### src/rtl/gpio_bank_pkg.sv
// gpio_bank_pkg: register map constants shared by the GPIO bank
package gpio_bank_pkg;
  localparam int REG_STRIDE = 4;
  localparam int NUM_REGS = 6;
  localparam int WINDOW_SIZE = REG_STRIDE * NUM_REGS;
  typedef enum logic [2:0] {OEN, DATA, IRQ_MASK, IRQ_EDGE, IRQ_POL, IRQ_STATUS} reg_e;
endpackage

### src/rtl/gpio_sync.sv
// gpio_sync: multi-stage input synchronizer with synchronous active-low reset
module gpio_sync #(
  parameter int STAGES = 2,
  parameter int WIDTH = 8
) (
  input  logic             clk,
  input  logic             reset,
  input  logic [WIDTH-1:0] d,
  output logic [WIDTH-1:0] q
);
  logic [STAGES*WIDTH-1:0] chain;
  always_ff @(posedge clk)
    chain <= !reset ? '0 : {chain[(STAGES-1)*WIDTH-1:0], d};
  assign q = chain[STAGES*WIDTH-1 -: WIDTH];
endmodule

### src/rtl/gpio_bank.sv
// gpio_bank: port-mapped GPIO block with per-pin direction, data and maskable interrupts
module gpio_bank
  import gpio_bank_pkg::*;
#(
  parameter logic [7:0] GPIO_BASE_ADDRESS = 8'h00,
  parameter int         GPIO_WIDTH = 8,
  parameter int         SYNC_STAGES = 2
) (
  input  logic                  clk,
  input  logic                  reset,
  input  logic [7:0]            port_id,
  input  logic [7:0]            data_in,
  input  logic                  write_strobe,
  input  logic                  read_strobe,
  output logic [7:0]            data_out,
  output logic [GPIO_WIDTH-1:0] gpio_oen,
  output logic [GPIO_WIDTH-1:0] gpio_data_out,
  input  logic [GPIO_WIDTH-1:0] gpio_data_in,
  output logic                  interrupt
);
  localparam logic [2:0] ARMED = 3'(SYNC_STAGES + 1);
  logic [7:0] off;
  logic [1:0] b;
  logic [2:0] cnt;
  logic [31:0] rd32;
  logic in_win, wr, armed;
  reg_e k;
  logic [GPIO_WIDTH-1:0] wm, wd, mask, edge_mode, pol, status, sync, prev, ev, w1c, sel;

  gpio_sync #(.STAGES(SYNC_STAGES), .WIDTH(GPIO_WIDTH)) u_sync (
    .clk(clk), .reset(reset), .d(gpio_data_in), .q(sync)
  );

  // Byte-lane write mask/data; lanes beyond GPIO_WIDTH simply don't exist
  for (genvar i = 0; i < GPIO_WIDTH; i++) begin : g_lane
    assign wm[i] = b == 2'(i / 8);
    assign wd[i] = data_in[i % 8];
  end

  always_comb begin
    off = port_id - GPIO_BASE_ADDRESS;
    in_win = off < 8'(WINDOW_SIZE);
    k = reg_e'(off[4:2]);
    b = off[1:0];
    wr = write_strobe && in_win;
    armed = cnt == ARMED;
    ev = armed ? (edge_mode & ((pol & sync & ~prev) | (~pol & ~sync & prev))) | (~edge_mode & ~(sync ^ pol)) : '0;
    w1c = wr && k == IRQ_STATUS ? wd & wm : '0;
    sel = k == OEN ? gpio_oen : k == DATA ? sync : k == IRQ_MASK ? mask :
          k == IRQ_EDGE ? edge_mode : k == IRQ_POL ? pol : k == IRQ_STATUS ? status : '0;
    rd32 = '0;
    rd32[GPIO_WIDTH-1:0] = sel;
  end

  always_ff @(posedge clk)
    if (!reset) begin
      gpio_oen <= '0;
      gpio_data_out <= '0;
      mask <= '0;
      edge_mode <= '0;
      pol <= '0;
      status <= '0;
      prev <= '0;
      cnt <= '0;
      data_out <= '0;
      interrupt <= '0;
    end else begin
      if (wr && k == OEN) gpio_oen <= (gpio_oen & ~wm) | (wd & wm);
      if (wr && k == DATA) gpio_data_out <= (gpio_data_out & ~wm) | (wd & wm);
      if (wr && k == IRQ_MASK) mask <= (mask & ~wm) | (wd & wm);
      if (wr && k == IRQ_EDGE) edge_mode <= (edge_mode & ~wm) | (wd & wm);
      if (wr && k == IRQ_POL) pol <= (pol & ~wm) | (wd & wm);
      status <= (status & ~w1c) | ev;
      prev <= sync;
      cnt <= armed ? cnt : cnt + 3'd1;
      interrupt <= |(status & mask);
      if (read_strobe) data_out <= in_win ? rd32[{b, 3'b000} +: 8] : 8'h00;
    end
endmodule
### config.mk
export PLATFORM = sky130hd
export DESIGN_NAME = gpio_bank
export DESIGN_NICKNAME = d
export VERILOG_FILES = /design/src/rtl/gpio_bank_pkg.sv /design/src/rtl/gpio_sync.sv /design/src/rtl/gpio_bank.sv
export SDC_FILE = /design/constraint.sdc
export NUM_CORES = 1
export LEC_CHECK = 0
export BUFFER_PORTS_ARGS = -buffer_cell sky130_fd_sc_hd__buf_4
export CAP_MARGIN = 20
export CORE_MARGIN = 3
export CORE_UTILIZATION = 49
export CTS_CLUSTER_SIZE = 14
export DETAILED_ROUTE_END_ITERATION = 6
export HOLD_SLACK_MARGIN = 0.02
export PLACE_DENSITY = 0.7
export SETUP_SLACK_MARGIN = 0.2
export SLEW_MARGIN = 20
export SYNTH_ARGS = -nofsm -noshare
export SYNTH_HDL_FRONTEND = slang
export SYNTH_HIERARCHICAL = 1
export SYNTH_SLANG_ARGS = --single-unit
### constraint.sdc
create_clock -name clk -period 4.5 [get_ports clk]
set_input_delay 0.9 -clock clk [delete_from_list [all_inputs] [get_ports clk]]
set_output_delay 0.9 -clock clk [all_outputs]
set_load 0.03 [all_outputs]
==> flow_summary.json <==
{
  "p_sw_frac": 0.231,
  "cts.repair.resized": 0,
  "drv_slew": 0,
  "areaGrowthSynthToFinish_pct": 14.9,
  "clkTransAtPathRegs_ns": 0.08,
  "internal-power_w": 0.00114,
  "viasPerCell": 5.59,
  "worst_slew_pin_slew_ns": 0.661,
  "cts_tree": "built",
  "wl_met1_mm": 3.83,
  "place_congestion": 0.828,
  "topRoutingLayerUsed": "met4",
  "synthFlopType": "dfxtp_1",
  "dr_wl_met3_um": 445,
  "setup.worst_path.start_class": "input port",
  "cp_max_fo": 16,
  "clock_path_buffers": 2,
  "end_kind": "flip-flop",
  "synth_edf_count": 0,
  "ys_warn_count": 6,
  "drtIter0Drc": 177,
  "p_clk_frac": 0.392,
  "diodes": 0,
  "antenna_found_initial": 0,
  "ys_seq_elements": 84,
  "netlist_instances": 410,
  "fin_crit_sh": 0.497,
  "rsz0062_at_grt": "no",
  "ant_nets": 0,
  "io_pins": 53,
  "crit_type": "input port to flip-flop",
  "wl_per_cell_um": 16.1,
  "grt_start_max_net_pins": 46,
  "final-hold-violation-count": 0,
  "drc": 0,
  "dp_slack_ns": 1.93,
  "root_buffer": "clkbuf_8",
  "place_inst": 532,
  "first_global_vias": 2932,
  "cts_max_level": 3,
  "finalWirelength_mm": 8.81,
  "required_ns": 4.72,
  "post_cts_buffers": 0,
  "dp_hpwl_mm": 6.24,
  "r2r_cells": 4,
  "first_pass_iters": 5,
  "cts_hold_buf": 0,
  "start_util": 0.509,
  "power.ir.vdd_worst_uv": 194,
  "maxSlewHeadroom": 0.558,
  "port_buffers": 52,
  "seq_area_frac_synth": 0.451,
  "hold_depth": 1,
  "grt_overflow": 0,
  "core.rowCount": 31,
  "cts.sinks": 84,
  "setup_viol": 0,
  "setup_ws_ns": 2.26,
  "p_switching_w": 0.000344,
  "outcome": "finished clean",
  "numCtsBuffers": 9,
  "synth_nets": 456,
  "finalClockSkew_ns": 0.00765,
  "final_cells": 548,
  "seq_power_share": 0.525,
  "synth-async-reset-ratio": 0,
  "yosysUniqueCellTypes": 48,
  "drive_above_1_share": 0.232,
  "critPathArrivalTime_ns": 2.45,
  "comb_power_share": 0.082,
  "synth.avg_cell_area_sq_um": 9.10,
  "fin_area_sq_mm": 0.00429,
  "holdWs_ns": 0.435,
  "fp.coreArea_sq_mm": 0.00733,
  "dr_total_vias": 3065,
  "dieHeight_um": 93.3,
  "insertion_delay_ns": 0.35,
  "dieWidth_um": 93.3,
  "wl_met2_mm": 4.34,
  "die_area_sq_mm": 0.00870,
  "fin_setup_tns_ns": 0,
  "layout_min_cycle_time_ns": 2.24,
  "cap_violations": 0,
  "post_dp_cell_area_sq_mm": 0.00407,
  "hold_path_class": "flip-flop to flip-flop",
  "track_usage": 0.214,
  "p_per_area_mw_per_mm2": 347,
  "p_leak_nw": 1.74,
  "grt_pass1_wl_mm": 14.3,
  "syn_area_sq_mm": 0.00373,
  "fmax_mhz": 447,
  "nets": 490
}
[worst max-delay path, cell delays in order]
cell     delay, ns
buf_4         0.12
nor4_4        0.41
nand4_1       0.62
nand3_1       0.29
o21ai_0       0.12
[cells by family (layout without fill, tap and decap cells)]
kind of cell / count (synthesis) / after routing / share of synthesized area
xor+xnor: 1 / 1 / 0.00235
compound gates: 95 / 95 / 0.158
mux: 24 / 24 / 0.0674
fa+ha+maj: 18 / 18 / 0.0604
buf+inv: 51 / 90 / 0.0704
simple gates: 137 / 137 / 0.191
flops: 84 / 84 / 0.451
[area by class of cell]
cell class,count,area [sq um]
multi-input cells,275,1790
repair buffers,53,398
inverters,21,78.8
flip-flops and latches,84,1680
fillers,663,3050
clock buffers,11,141
clock inverters,5,75.1
well taps,99,124
[Yosys cell counts, types with 9 or more instances]
cell | count | share of area
a21oi_1 | 9 | 0.012
nand3_1 | 32 | 0.043
dfxtp_1 | 84 | 0.45
o22ai_1 | 13 | 0.022
mux2i_1 | 15 | 0.040
nor2_1 | 24 | 0.024
inv_1 | 20 | 0.020
mux2_2 | 9 | 0.027
ha_1 | 18 | 0.060
nand2_1 | 34 | 0.034
and2_2 | 12 | 0.024
o21ai_0 | 40 | 0.054
[cell usage in the layout, fill, tap and decap left out, types with 2 or more instances in the layout]
| master | instances |
|---|---|
| dfxtp_1 | 84 |
| buf_4 | 53 |
| o21ai_0 | 40 |
| nand2_1 | 34 |
| nand3_1 | 32 |
| nor2_1 | 24 |
| inv_1 | 20 |
| ha_1 | 18 |
| mux2i_1 | 15 |
| o22ai_1 | 13 |
| and2_2 | 12 |
| clkbuf_8 | 10 |
| mux2_2 | 9 |
| a21oi_1 | 9 |
| and3_2 | 8 |
| and2_1 | 5 |
| nor3_1 | 5 |
| a31oi_1 | 5 |
| o32a_1 | 5 |
| o21ai_1 | 5 |
| nor2b_1 | 4 |
| nand4_1 | 4 |
| o21ba_2 | 4 |
| a22oi_1 | 4 |
| clkinv_2 | 3 |
| a211oi_1 | 2 |
| bufinv_16 | 2 |
[routing by layer]
| layer | global-route usage | vias to the layer above |
|---|---|---|
| met5 | 0 | - |
| met4 | 0.109 | 0 |
| met3 | 0.0282 | 17 |
| met2 | 0.347 | 94 |
| met1 | 0.278 | 1454 |
| li1 | - | 1500 |
[per-stage QoR]
stage,power (W),utilization
6_report,0.00149,0.585
5_1_grt,0.00154,0.585
4_1_cts,0.00150,0.585
3_5_place_dp,0.000922,0.555
3_3_place_gp,0.000917,0.555
2_1_floorplan,0.000878,-
[final timing paths]
check	startpoint	end	slack, ns
worst max-delay path	port_id[1]	flip-flop	2.26
worst min register to register	u_sync/chain[2]$_SDFF_PN0_	u_sync/chain[10]$_SDFF_PN0_	0.44
worst min-delay path	u_sync/chain[2]$_SDFF_PN0_	u_sync/chain[10]$_SDFF_PN0_	0.44
worst max register to register	cnt[0]$_SDFFE_PN0N_	status[3]$_SDFF_PN0_	3.11
[power groups by stage]
stage | clock network (W) | logic [W] | registers [W]
after floorplan | 0 | 0.0000852 | 0.000793
after global placement | 0 | 0.000119 | 0.000798
after detailed placement | 0 | 0.000122 | 0.000799
after CTS | 0.000593 | 0.000123 | 0.000782
after global routing | 0.000625 | 0.000136 | 0.000784
final | 0.000584 | 0.000123 | 0.000782
Note: power is estimated with default switching activity, not from simulation.
